<file path="src/rtl/charram_pkg.sv">
// Shared types and constants for the char-RAM DRAM controller.
// The optional refresh engine is enabled with the CHARRAM_REFRESH_EN macro.
package charram_pkg;
  localparam int ROW_W  = 8;
  localparam int COL_W  = 6;
  localparam int ADDR_W = ROW_W + COL_W;

  typedef enum logic [2:0] {IDLE, ROW, COL, ACC, DATA, REF, PRE} state_t;
  typedef enum logic [1:0] {VID, CPU_RD, CPU_WR, RFSH} acc_t;

  // Column phase address: column bits sit in the middle of the 8-bit bus.
  function automatic logic [7:0] col_addr(input logic [ADDR_W-1:0] a);
    return {1'b0, a[ADDR_W-1:ROW_W], 1'b0};
  endfunction
endpackage

</file>
<file path="src/rtl/charram_refresh_timer.sv">
// Refresh interval counter and refresh row counter.
// Used only when CHARRAM_REFRESH_EN is defined.
module charram_refresh_timer
  import charram_pkg::*;
#(
  parameter int INTERVAL = 64
) (
  input  logic             i_MCLK,
  input  logic             i_RST_n,
  input  logic             i_CEN,
  input  logic             i_row_inc,
  output logic             o_tick,
  output logic [ROW_W-1:0] o_row
);
  localparam int CW = (INTERVAL > 1) ? $clog2(INTERVAL) : 1;
  localparam logic [CW-1:0] LAST = CW'(INTERVAL - 1);

  logic [CW-1:0]    r_int;
  logic [ROW_W-1:0] r_row;

  // Interval counter runs on sequencer ticks; row counter advances per serviced refresh.
  always_ff @(posedge i_MCLK or negedge i_RST_n) begin
    if (!i_RST_n) begin
      r_int <= '0;
      r_row <= '0;
    end else begin
      if (i_CEN) r_int <= (r_int == LAST) ? '0 : r_int + 1'b1;
      if (i_row_inc) r_row <= r_row + 1'b1;
    end
  end

  assign o_tick = i_CEN && (r_int == LAST);
  assign o_row  = r_row;
endmodule

</file>
<file path="src/rtl/charram_dram_ctrl.sv">
// Char-RAM DRAM timing generator: arbitrates video fetch, CPU access and
// (with CHARRAM_REFRESH_EN defined) RAS-only refresh onto four 4416 planes.
module charram_dram_ctrl
  import charram_pkg::*;
#(
  parameter int REFRESH_INTERVAL = 64,
  parameter int PLANES           = 4
) (
  input  logic                i_MCLK,
  input  logic                i_RST_n,
  input  logic                i_CEN,
  input  logic                i_VREQ,
  input  logic [ADDR_W-1:0]   i_VADDR,
  output logic [4*PLANES-1:0] o_VDATA,
  output logic                o_VDATA_VLD,
  output logic                o_VOVF,
  input  logic                i_CPU_REQ,
  input  logic                i_CPU_WR_n,
  input  logic [ADDR_W-1:0]   i_CPU_ADDR,
  input  logic [4*PLANES-1:0] i_CPU_DIN,
  output logic [4*PLANES-1:0] o_CPU_DOUT,
  output logic                o_DTACK_n,
  output logic [7:0]          o_DRAM_ADDR,
  output logic                o_RAS_n,
  output logic                o_CAS_n,
  output logic                o_WR_n,
  output logic                o_RD_n,
  output logic [4*PLANES-1:0] o_DRAM_DIN,
  input  logic [4*PLANES-1:0] i_DRAM_DOUT
);
  localparam int DW = 4 * PLANES;

  state_t            r_state, w_state_next;
  acc_t              r_acc, w_grant_acc;
  logic [ADDR_W-1:0] r_addr, w_grant_addr, r_vaddr;
  logic [DW-1:0]     r_wdata, r_din, r_vdata, r_cpu_dout;
  logic [7:0]        r_dram_addr;
  logic              r_ras_n, r_cas_n, r_wr_n, r_rd_n;
  logic              r_vpend, r_vovf, r_vvld, r_cpu_served, r_cpu_drop;
  logic              w_grant, w_grant_en, w_capture, w_vid_grant;
  logic              w_ras_on, w_cas_on, w_xfer;
  logic              w_rfsh_due;
  logic [ROW_W-1:0]  w_rfsh_row;

`ifdef CHARRAM_REFRESH_EN
  logic w_rfsh_tick, w_rfsh_inc, r_rfsh_due;

  charram_refresh_timer #(.INTERVAL(REFRESH_INTERVAL)) u_refresh_timer (
    .i_MCLK    (i_MCLK),
    .i_RST_n   (i_RST_n),
    .i_CEN     (i_CEN),
    .i_row_inc (w_rfsh_inc),
    .o_tick    (w_rfsh_tick),
    .o_row     (w_rfsh_row)
  );

  assign w_rfsh_inc = w_grant_en && (w_grant_acc == RFSH);
  assign w_rfsh_due = r_rfsh_due;

  // Refresh-due flag: repeated terminal counts before service collapse into one.
  always_ff @(posedge i_MCLK or negedge i_RST_n) begin
    if (!i_RST_n)         r_rfsh_due <= 1'b0;
    else if (w_rfsh_tick) r_rfsh_due <= 1'b1;
    else if (w_rfsh_inc)  r_rfsh_due <= 1'b0;
  end
`else
  assign w_rfsh_due = 1'b0;
  assign w_rfsh_row = '0;
`endif

  // Arbitration in IDLE (video > refresh > new CPU request) and next-state/strobe decode.
  always_comb begin
    w_grant      = 1'b0;
    w_grant_acc  = r_acc;
    w_grant_addr = r_addr;
    w_state_next = r_state;
    if (r_state == IDLE) begin
      if (r_vpend || i_VREQ) begin
        w_grant      = 1'b1;
        w_grant_acc  = VID;
        w_grant_addr = r_vpend ? r_vaddr : i_VADDR;
      end else if (w_rfsh_due) begin
        w_grant      = 1'b1;
        w_grant_acc  = RFSH;
        w_grant_addr = {{(ADDR_W-ROW_W){1'b0}}, w_rfsh_row};
      end else if (i_CPU_REQ && !r_cpu_served) begin
        w_grant      = 1'b1;
        w_grant_acc  = i_CPU_WR_n ? CPU_RD : CPU_WR;
        w_grant_addr = i_CPU_ADDR;
      end
    end
    if (i_CEN) begin
      case (r_state)
        IDLE:    if (w_grant) w_state_next = ROW;
        ROW:     w_state_next = (r_acc == RFSH) ? REF : COL;
        COL:     w_state_next = ACC;
        ACC:     w_state_next = DATA;
        DATA:    w_state_next = PRE;
        REF:     w_state_next = PRE;
        PRE:     w_state_next = IDLE;
        default: w_state_next = IDLE;
      endcase
    end
    w_ras_on = (w_state_next != IDLE) && (w_state_next != PRE);
    w_cas_on = (w_state_next == COL) || (w_state_next == ACC) || (w_state_next == DATA);
    w_xfer   = (w_state_next == ACC) || (w_state_next == DATA);
  end

  assign w_grant_en  = i_CEN && w_grant;
  assign w_vid_grant = w_grant_en && (w_grant_acc == VID);
  assign w_capture   = i_CEN && (r_state == DATA);

  // State register plus registered strobes/address, all advancing on sequencer ticks.
  always_ff @(posedge i_MCLK or negedge i_RST_n) begin
    if (!i_RST_n) begin
      r_state     <= IDLE;
      r_acc       <= VID;
      r_addr      <= '0;
      r_wdata     <= '0;
      r_din       <= '0;
      r_dram_addr <= '0;
      r_ras_n     <= 1'b1;
      r_cas_n     <= 1'b1;
      r_wr_n      <= 1'b1;
      r_rd_n      <= 1'b1;
    end else if (i_CEN) begin
      r_state <= w_state_next;
      if (w_grant) begin
        r_acc   <= w_grant_acc;
        r_addr  <= w_grant_addr;
        r_wdata <= i_CPU_DIN;
      end
      r_ras_n <= ~w_ras_on;
      r_cas_n <= ~w_cas_on;
      r_wr_n  <= ~(w_xfer && (r_acc == CPU_WR));
      r_rd_n  <= ~(w_xfer && (r_acc != CPU_WR));
      r_din   <= (w_xfer && (r_acc == CPU_WR)) ? r_wdata : '0;
      if (w_state_next == ROW)      r_dram_addr <= w_grant_addr[ROW_W-1:0];
      else if (w_state_next == COL) r_dram_addr <= col_addr(r_addr);
    end
  end

  // Video pending/overflow: a request landing on an already pending one merges and flags overflow.
  always_ff @(posedge i_MCLK or negedge i_RST_n) begin
    if (!i_RST_n) begin
      r_vpend <= 1'b0;
      r_vaddr <= '0;
      r_vovf  <= 1'b0;
    end else if (i_CEN) begin
      if (i_VREQ) begin
        if (r_vpend && !w_vid_grant) r_vovf <= 1'b1;
        if (r_vpend || !w_vid_grant) begin
          r_vpend <= 1'b1;
          r_vaddr <= i_VADDR;
        end
      end else if (w_vid_grant) begin
        r_vpend <= 1'b0;
      end
    end
  end

  // Completion responses; pulses and DTACK release run on every MCLK regardless of i_CEN.
  always_ff @(posedge i_MCLK or negedge i_RST_n) begin
    if (!i_RST_n) begin
      r_vdata      <= '0;
      r_vvld       <= 1'b0;
      r_cpu_dout   <= '0;
      r_cpu_served <= 1'b0;
      r_cpu_drop   <= 1'b0;
    end else begin
      r_vvld <= 1'b0;
      if (!i_CPU_REQ) r_cpu_served <= 1'b0;
      if (w_grant_en)                           r_cpu_drop <= 1'b0;
      else if (!i_CPU_REQ && r_state != IDLE)   r_cpu_drop <= 1'b1;
      if (w_capture) begin
        if (r_acc == VID) begin
          r_vdata <= i_DRAM_DOUT;
          r_vvld  <= 1'b1;
        end else if ((r_acc == CPU_RD || r_acc == CPU_WR) && i_CPU_REQ && !r_cpu_drop) begin
          r_cpu_served <= 1'b1;
          if (r_acc == CPU_RD) r_cpu_dout <= i_DRAM_DOUT;
        end
      end
    end
  end

  assign o_VDATA     = r_vdata;
  assign o_VDATA_VLD = r_vvld;
  assign o_VOVF      = r_vovf;
  assign o_CPU_DOUT  = r_cpu_dout;
  assign o_DTACK_n   = ~r_cpu_served;
  assign o_DRAM_ADDR = r_dram_addr;
  assign o_RAS_n     = r_ras_n;
  assign o_CAS_n     = r_cas_n;
  assign o_WR_n      = r_wr_n;
  assign o_RD_n      = r_rd_n;
  assign o_DRAM_DIN  = r_din;
endmodule

</file>
<file path="config.mk">
export PLATFORM = sky130hd
export DESIGN_NAME = charram_dram_ctrl
export DESIGN_NICKNAME = d
export VERILOG_FILES = /design/src/rtl/charram_pkg.sv /design/src/rtl/charram_refresh_timer.sv /design/src/rtl/charram_dram_ctrl.sv
export SDC_FILE = /design/constraint.sdc
export NUM_CORES = 1
export LEC_CHECK = 0
export CORE_MARGIN = 2
export CORE_UTILIZATION = 40
export DETAILED_ROUTE_END_ITERATION = 12
export MAX_ROUTING_LAYER = met4
export PLACE_DENSITY = 0.72
export SLEW_MARGIN = 10
export SYNTH_ARGS = -nofsm -noshare
export SYNTH_HDL_FRONTEND = slang
export SYNTH_SLANG_ARGS = --single-unit
</file>
<file path="constraint.sdc">
create_clock -name i_MCLK -period 2.2 [get_ports i_MCLK]
set_clock_uncertainty 0.15 [all_clocks]
set_input_delay 0.33 -clock i_MCLK [delete_from_list [all_inputs] [get_ports i_MCLK]]
set_output_delay 0.33 -clock i_MCLK [all_outputs]
set_load 0.01 [all_outputs]
</file>
==> impl_metrics.yaml, run 1 <==
outcome:
  outcome: "finished clean"
global_routing:
  grt_start_max_net_pins: 65
  first_global_vias: 3653
  global_route_wire_length_before_repair_mm: 18.2
  grt.overflow.total: 0
  grt_antenna_before_repair: 0
  track_usage: 0.185
sta:
  clock.fmax_mhz: 484
  timing.max_slew.rel_slack: 0.710
  setup_viol: 0
  worstMarginPinSlew_ns: 0.431
  timing.final.ws_setup_ns: 0.134
  min_cycle_time_layout_ns: 2.07
  finalHoldViolCount: 0
  final_max_slew_viol_count: 0
  rsz0062_at_grt: "false"
  final.period_utilization: 0.939
power:
  static-leakage-power_nw: 2.97
  comb_power_share: 0.365
  powerDensity_nw_per_um2: 1150
  netSwitchingPower_mw: 2.49
  finalPower_mw: 7.61
  power.clock.fraction: 0.211
  seqPwrFrac: 0.424
  switching_share: 0.327
  internal-power_mw: 5.12
  worst_ir_drop_vdd_mv: 0.592
place:
  dp.final_hpwl_mm: 8.32
  dpl-instance-area_um2: 6320
  post_placement_worst_setup_slack_ns: -0.199
  place.detailed.instances: 691
  place_congestion: 0.846
  place.port_buffers: 128
setup_path:
  end_kind: "register"
  reg2reg_to: "o_DRAM_ADDR[1]$_DFFE_PN0P_"
  critPathLaunchType: "register"
  critical_path_required_ns: 2.32
  worstSetupEndpoint: "o_DRAM_ADDR[1]$_DFFE_PN0P_"
  critPathLaunch: "r_state[1]$_DFFE_PN0P_"
  timing.reg2reg.setup_slack_ns: 0.13
  critical_path.cell_chain: "or4b_4 -> a21oi_4 -> a31oi_4 -> or3_1 -> a31oi_1"
  worstSetupPathType: "register to register"
  worstRegToRegCells: 5
  slowest_delay_ns: 0.59
  worstReg2RegStart: "r_state[1]$_DFFE_PN0P_"
  cp_data_arrival_time_ns: 2.18
  timing.critical_path.fanout_max: 13
  worst_path_max_delay_cell: "or4b_4"
  path_depth: 5
  critPathBufInv: 0
  timing.critical_path.max_delay_family: "simple AND/OR/NAND/NOR gates"
die:
  fp-row-count: 39
  floorplan.core_area_um2: 11500
  initial_core_util: 0.410
  ioPinCount: 129
  die-width_um: 112
  die_height_um: 112
  overall_die_area_um2: 12600
clock_network:
  tritoncts.num_buffers: 9
  cts_tree: "done"
  clock-root-buffer: "clkbuf_16"
  htreeDepth: 3
  clk_path_buf_depth: 2
  clock_sinks: 112
  post_cts_buffers: 0
  clk_pin_slew_ns: 0.07
  clock_insertion_delay_worst_skew_ns: 0.34
synth:
  seq_area_frac_synth: 0.597
  async_reset_ff_frac: 1.00
  synth_edf_count: 0
  synth_area_um2: 4710
  ys.warnings.count: 0
  synthesized_netlist_cell_count: 417
  ys_dominant_reg_cell: "dfrtp_1"
  synth_seq_cells: 112
  post_synth.cell_area_avg_um2: 11.3
  netlist-cell-type-count: 42
  synth_fp_nets: 487
drt:
  vias: 3621
  detail_routed_via_count_per_cell: 5.11
  drt_pre_antenna_iters: 4
  routed_wire_length_per_instance_um: 15.8
  drt_iter0_drc: 227
  drt-total-wl_mm: 11.2
  route.antenna.remaining_nets: 0
  drc: 0
flow_run:
  cap_viol_max_count: 0
finish:
  multi_input_comb_area_um2: 1760
  final_net_count: 630
  nFillCells: 951
  diodes: 0
  area_growth_syn_to_layout_pct: 40.9
  regArea_um2: 2810
  layout-drive-gt1-share: 0.184
  postLayoutCellArea_um2: 6630
  layout.core_utilization: 0.578
  final_cell_count_no_fill: 708
worst_hold_path:
  hold_class: "input pin to asynchronous set/reset pin"
-- power groups by stage --
| stage | registers [mW] | clock network (mW) | logic, mW |
|---|---|---|---|
| after floorplan | 3.24 | 0 | 1.43 |
| after global placement | 3.22 | 0 | 2.71 |
| after detailed placement | 3.25 | 0 | 2.78 |
| after CTS | 3.22 | 1.64 | 2.79 |
| after global routing | 3.32 | 1.74 | 3.05 |
| final | 3.23 | 1.61 | 2.78 |
-- worst min path at each step --
stage | end | cells after the start
after global placement | r_vaddr[13]$_DFFE_PN0P_ | 1
after detailed placement | r_vaddr[13]$_DFFE_PN0P_ | 1
after floorplan | o_CPU_DOUT[0]$_DFFE_PN0P_ | 0
after CTS | o_VDATA[6]$_DFFE_PN0P_ | 2
after global routing | r_vaddr[7]$_DFFE_PN0P_ | 2
final | r_vaddr[7]$_DFFE_PN0P_ | 2
-- through the flow --
| step | hold WS (ns) | TNS, ns |
|---|---|---|
| after floorplan | -0.116 | 0 |
| after global placement | 0.0899 | -2.53 |
| final | 0.266 | 0 |
| after CTS | 0.263 | 0 |
| after global routing | 0.279 | 0 |
| after detailed placement | 0.0955 | -4.02 |
-- cells in the final DEF, fill, tap and decap left out, types with 2 or more instances in the layout --
master,count
clkdlybuf4s50_1,127
dfrtp_1,108
nand2_1,84
mux2_2,46
nor2_1,35
buf_4,26
a22o_1,16
o21ai_0,14
inv_1,9
a21oi_1,9
clkbuf_16,9
o22ai_1,8
a31oi_1,8
a221oi_1,6
o31ai_1,6
o211ai_1,4
ha_1,4
dfstp_2,4
buf_12,4
o21a_1,3
nand2b_1,3
or3_1,3
clkinv_2,2
clkbuf_1,2
-- kinds of logic after synthesis --
group | Yosys count | share of synthesized area
flops | 112 | 0.597
compound gates | 82 | 0.127
fa+ha+maj | 4 | 0.0106
simple gates | 138 | 0.125
buf+inv | 35 | 0.0308
mux | 46 | 0.110
-- metal layers --
metal | wire length (µm) | global-route usage | vias to the layer above
met5 | 0 | - | -
met3 | 516 | 0.0524 | 8
met4 | 88 | 0.0415 | 0
met1 | 5000 | 0.233 | 1788
li1 | - | - | 1729
met2 | 5550 | 0.300 | 96
-- Yosys cell counts, drive strengths merged (3+ instances only) --
cell	instances	area [µm²]
a21oi	10	61.3
o31ai	6	45.0
a22o	16	140
ha	4	50.1
o21ai	14	70.1
buf	10	51.3
a221oi	6	52.6
clkbuf	16	60.1
o211ai	4	30.0
a31oi	9	71.3
nand2	84	315
o22ai	8	50.1
mux2	46	518
nor2	35	131
dfrtp	108	2700
inv	9	33.8
dfstp	4	105
o21a	3	22.5
or3	3	18.8
nand2b	3	18.8
-- area by class of cell --
cell class	count	share of cell area
clock buffer	11	0.0351
multi-input combinational	270	0.266
sequential	112	0.424
timing repair buffer	158	0.235
tap	143	0.0270
clock inverter	5	0.00849
inverter	9	0.00510
-- sequential cells by signal (all words and copies together) (netlist names), 2 cells and up --
signal / cells
o_DRAM_ADDR: 8
r_acc: 2
r_vaddr: 14
r_wdata: 16
o_CPU_DOUT: 16
r_state: 3
o_VDATA: 16
o_DRAM_DIN: 16
r_addr: 12
-- what timing repair did --
item / CTS / global route
gates resized for setup: 0 / 1
hold buffers: 1 / 0
hold endpoints to repair: 21 / 0
endpoints found under the setup margin: 0 / 1
-- worst reg2reg max path, stage by stage (launching register included) --
cell and delay [ns]:
dfrtp_1 0.51, or4b_4 0.59, a21oi_4 0.19, a31oi_4 0.05, or3_1 0.33, a31oi_1 0.16
Power figures use the tool's default switching activity.
==> inputs of run 2 (changes only) <==
==> constraint.sdc (replaced) <==
create_clock -name i_MCLK -period 2.2 [get_ports i_MCLK]
set_clock_uncertainty 0.15 [all_clocks]
set_input_delay 0.66 -clock i_MCLK [delete_from_list [all_inputs] [get_ports i_MCLK]]
set_output_delay 0.66 -clock i_MCLK [all_outputs]
set_load 0.01 [all_outputs]
==> impl_metrics.yaml, run 2 (synthesis results as in run 1) <==
die:
  ioPinCount: 129
  die_height_um: 112
  floorplan.core_area_um2: 11500
  die-width_um: 112
  initial_core_util: 0.410
  overall_die_area_um2: 12600
  fp-row-count: 39
global_routing:
  global_route_wire_length_before_repair_mm: 18.9
  first_global_vias: 3819
  grt_start_max_net_pins: 35
  grt_antenna_before_repair: 0
  grt.overflow.total: 0
  track_usage: 0.192
clock_network:
  tritoncts.num_buffers: 9
  cts_tree: "done"
  htreeDepth: 3
  clk_pin_slew_ns: 0.08
  clk_path_buf_depth: 2
  clock_sinks: 112
  clock_insertion_delay_worst_skew_ns: 0.34
  clock-root-buffer: "clkbuf_16"
setup_path:
  worstRegToRegCells: 5
  worstSetupPathType: "input pin to register"
  worstSetupEndpoint: "o_DRAM_ADDR[1]$_DFFE_PN0P_"
  critical_path_required_ns: 2.31
  reg2reg_to: "o_DRAM_ADDR[1]$_DFFE_PN0P_"
  worstReg2RegStart: "r_state[0]$_DFFE_PN0P_"
  timing.critical_path.fanout_max: 8
  cp_data_arrival_time_ns: 2.23
  critPathLaunchType: "input pin"
  critPathLaunch: "i_VREQ"
  timing.reg2reg.setup_slack_ns: 0.25
  end_kind: "register"
sta:
  rsz0062_at_grt: "false"
  finalHoldViolCount: 0
  min_cycle_time_layout_ns: 2.12
  finalSetupTns_ns: 0
  final_max_slew_viol_count: 0
  finalHoldWorstSlack_ns: 0.124
  timing.final.ws_setup_ns: 0.0757
  setup_viol: 0
  timing.max_slew.rel_slack: 0.683
  clock.fmax_mhz: 471
  worstMarginPinSlew_ns: 0.475
  final.period_utilization: 0.966
drt:
  drt_iter0_drc: 187
  routed_wire_length_per_instance_um: 16.2
  route.antenna.remaining_nets: 0
  drc: 0
  drt-total-wl_mm: 11.5
  vias: 3735
  drt_pre_antenna_iters: 4
  detail_routed_via_count_per_cell: 5.24
power:
  static-leakage-power_nw: 3.00
  powerDensity_nw_per_um2: 1130
  finalPower_mw: 7.58
  worst_ir_drop_vdd_mv: 0.507
place:
  post_placement_worst_setup_slack_ns: -0.536
  place.detailed.instances: 694
  place_congestion: 0.844
  dp.final_hpwl_mm: 8.38
  dpl-instance-area_um2: 6380
  place.port_buffers: 128
finish:
  final_net_count: 635
  commonest_cells_after_routing_fill_and_taps_aside: "clkdlybuf4s50_1, dfrtp_1, nand2_1, mux2_2, nor2_1"
  layout.core_utilization: 0.585
  leading_cell_type_in_the_layout_fill_and_taps_excluded: "clkdlybuf4s50_1"
  postLayoutCellArea_um2: 6710
  final_cell_count_no_fill: 713
  diodes: 0
  area_growth_syn_to_layout_pct: 42.5
  layout-drive-gt1-share: 0.207
outcome:
  outcome: "finished clean"
worst_hold_path:
  hold_class: "input pin to asynchronous set/reset pin"
flow_run:
  cap_viol_max_count: 0
## run 2: cell count changes in the layout (fill, tap and decap cells not counted), sizes merged, moves of 2 or more
cell,delta
clkinvlp,+2
dlygate4sd2,+6
clkdlybuf4s50,-6
buf,+5
## run 2: worst min-delay path by stage
stage | startpoint | to | slack, ns | cells past startpoint
global route | i_RST_n | r_vaddr[0]$_DFFE_PN0P_ | 0.14 | 1
detailed placement | r_addr[6]$_DFFE_PN0P_ | r_addr[6]$_DFFE_PN0P_ | 0.31 | 2
finish | i_RST_n | o_VOVF$_DFFE_PN0P_ | 0.12 | 1
floorplan | i_RST_n | o_CPU_DOUT[0]$_DFFE_PN0P_ | 0.21 | 0
CTS | i_RST_n | r_vaddr[0]$_DFFE_PN0P_ | 0.13 | 1
global placement | r_addr[3]$_DFFE_PN0P_ | r_addr[3]$_DFFE_PN0P_ | 0.31 | 2
## run 2: critical path: stages
cell and delay (ns):
clkdlybuf4s50_1 0.50, buf_6 0.14, nor2_1 0.06, buf_4 0.15, a21oi_4 0.20, a31oi_4 0.05, or3_1 0.31, a31oi_1 0.17
## run 2: metal layers
metal,GRT usage,part of all wire,wire (µm)
met5,-,0,0
met4,0.0472,0.012,140
met3,0.0443,0.053,608
met2,0.318,0.50,5800
met1,0.240,0.43,4970
## run 2: layout make-up
cell class              instances  area [µm²]
clock buffers                  10         239
clock inverters                 6        45.0
fillers                      1005        4760
inverters                       9        33.8
multi-input cells             271        1800
flip-flops and latches        112        2810
well taps                     143         179
repair buffers                162        1610
## run 2: report_power, final
part | switching, mW | internal (mW) | leakage (nW)
Sequential | 0.388 | 2.77 | 1.40
Combinational | 1.38 | 1.51 | 1.46
Clock | 0.734 | 0.801 | 0.131
## run 2: timing repair
| item | CTS | global route |
|---|---|---|
| hold endpoints to repair | 0 | 0 |
| gates resized for setup | 10 | 6 |
| pin swaps | 1 | 1 |
| gates cloned | 1 | 0 |
| buffers inserted | 0 | 2 |
| setup endpoints to repair | 63 | 34 |
| hold buffers | 0 | 0 |
==> inputs of run 3 (changes only) <==
- CORE_ASPECT_RATIO: default -> 1.4
- DONT_BUFFER_PORTS: default -> 1
- PLACE_DENSITY: 0.72 -> 0.57
==> impl_metrics.yaml, run 3 (synthesis results as in run 1) <==
outcome:
  outcome: "finished, violations left"
  violations: "negative hold slack"
finish:
  nFillCells: 1065
  layout.core_utilization: 0.462
  diodes: 0
  final_cell_count_no_fill: 568
  layout-drive-gt1-share: 0.222
  leading_cell_type_in_the_layout_fill_and_taps_excluded: "dfrtp_1"
  postLayoutCellArea_um2: 5270
  commonest_cells_after_routing_fill_and_taps_aside: "dfrtp_1, nand2_1, mux2_2, nor2_1, a22o_1"
  final_net_count: 489
  area_growth_syn_to_layout_pct: 12.0
sta:
  finalHoldViolCount: 108
  finalSetupTns_ns: 0
  min_cycle_time_layout_ns: 2.05
  worstMarginPinSlew_ns: 0.406
  final.period_utilization: 0.931
  timing.final.ws_setup_ns: 0.152
  finalHoldWorstSlack_ns: -0.155
  setup_viol: 0
  clock.fmax_mhz: 488
  final_max_slew_viol_count: 0
  timing.max_slew.rel_slack: 0.729
  rsz0062_at_grt: "false"
die:
  overall_die_area_um2: 12700
  die_height_um: 132
  fp-row-count: 46
  floorplan.core_area_um2: 11400
  initial_core_util: 0.413
  ioPinCount: 129
  die-width_um: 95.7
global_routing:
  grt_antenna_before_repair: 0
  global_route_wire_length_before_repair_mm: 16.7
  first_global_vias: 3205
  grt.overflow.total: 0
  grt_start_max_net_pins: 113
  track_usage: 0.175
place:
  place_congestion: 0.814
  dp.final_hpwl_mm: 7.40
  dpl-instance-area_um2: 4940
  post_placement_worst_setup_slack_ns: -0.0353
  place.port_buffers: 0
  place.detailed.instances: 552
setup_path:
  critical_path_required_ns: 2.32
  end_kind: "register"
  worstSetupPathType: "register to register"
  timing.critical_path.fanout_max: 8
  cp_data_arrival_time_ns: 2.17
  critPathLaunchType: "register"
  timing.reg2reg.setup_slack_ns: 0.15
flow_run:
  cap_viol_max_count: 0
drt:
  drt_pre_antenna_iters: 4
  drc: 0
  vias: 3097
  drt-total-wl_mm: 10.3
  routed_wire_length_per_instance_um: 18.1
  drt_iter0_drc: 121
  detail_routed_via_count_per_cell: 5.45
  route.antenna.remaining_nets: 0
clock_network:
  clock_insertion_delay_worst_skew_ns: 0.34
  cts_tree: "done"
  htreeDepth: 3
  clk_pin_slew_ns: 0.08
  tritoncts.num_buffers: 9
  clock_sinks: 112
  clock-root-buffer: "clkbuf_16"
  clk_path_buf_depth: 2
power:
  worst_ir_drop_vdd_mv: 0.471
  finalPower_mw: 7.00
  powerDensity_nw_per_um2: 1330
  static-leakage-power_nw: 2.43
worst_hold_path:
  hold_class: "input pin to asynchronous set/reset pin"
-- run 3: cell count changes in the layout (fill, tap and decap cells not counted), moves of 4 or more --
| cell | change |
|---|---|
| clkdlybuf4s50_1 | -121 |
| buf_4 | -13 |
| dlygate4sd2_1 | -6 |
| buf_12 | -4 |
-- run 3: path summary, 6_finish.rpt --
path | startpoint | depth (start not counted) | endpoint
max reg2reg | r_state[0]$_DFFE_PN0P_ | 5 | o_DRAM_ADDR[2]$_DFFE_PN0P_
max in group asynchronous | i_RST_n | 0 | o_RAS_n$_DFFE_PN1P_
min in group i_MCLK | i_CEN | 1 | o_RAS_n$_DFFE_PN1P_
min | i_RST_n | 0 | o_CPU_DOUT[1]$_DFFE_PN0P_
min reg2reg | r_wdata[14]$_DFFE_PN0P_ | 2 | r_wdata[14]$_DFFE_PN0P_
max | r_state[0]$_DFFE_PN0P_ | 5 | o_DRAM_ADDR[2]$_DFFE_PN0P_
-- run 3: metal layers --
layer,vias up,global-route usage,share of wire
met5,-,-,0
met4,0,0.0603,0.016
met2,84,0.279,0.50
met1,1541,0.217,0.41
met3,14,0.0417,0.068
li1,1458,-,-
-- run 3: layout make-up --
type,count,area (µm²),area share
flip-flops and latches,112,2810,0.533
multi-input cells,270,1770,0.336
clock buffers,9,225,0.0427
well taps,144,180,0.0342
repair buffers,17,153,0.0290
clock inverters,7,101,0.0192
inverters,9,33.8,0.00641
-- run 3: worst max-delay path, stage by stage (launching register included) --
cell and delay (ns):
dfrtp_1 0.47, or4b_4 0.62, a21oi_4 0.19, a31oi_4 0.05, or3_1 0.33, a31oi_1 0.16
-- run 3: timing repair --
| action | 4_1_cts | 5_1_grt |
|---|---|---|
| setup buffers | 0 | 0 |
| endpoints found under the hold margin | 108 | 109 |
| resized for setup | 0 | 0 |
-- run 3: power by group --
group / switching [mW] / leakage (nW) / total, mW / internal [mW]
sequential: 0.609 / 1.41 / 3.38 / 2.77
combinational: 0.967 / 0.870 / 1.82 / 0.857
clock: 0.775 / 0.158 / 1.79 / 1.01
total: 2.35 / 2.43 / 7.00 / 4.64
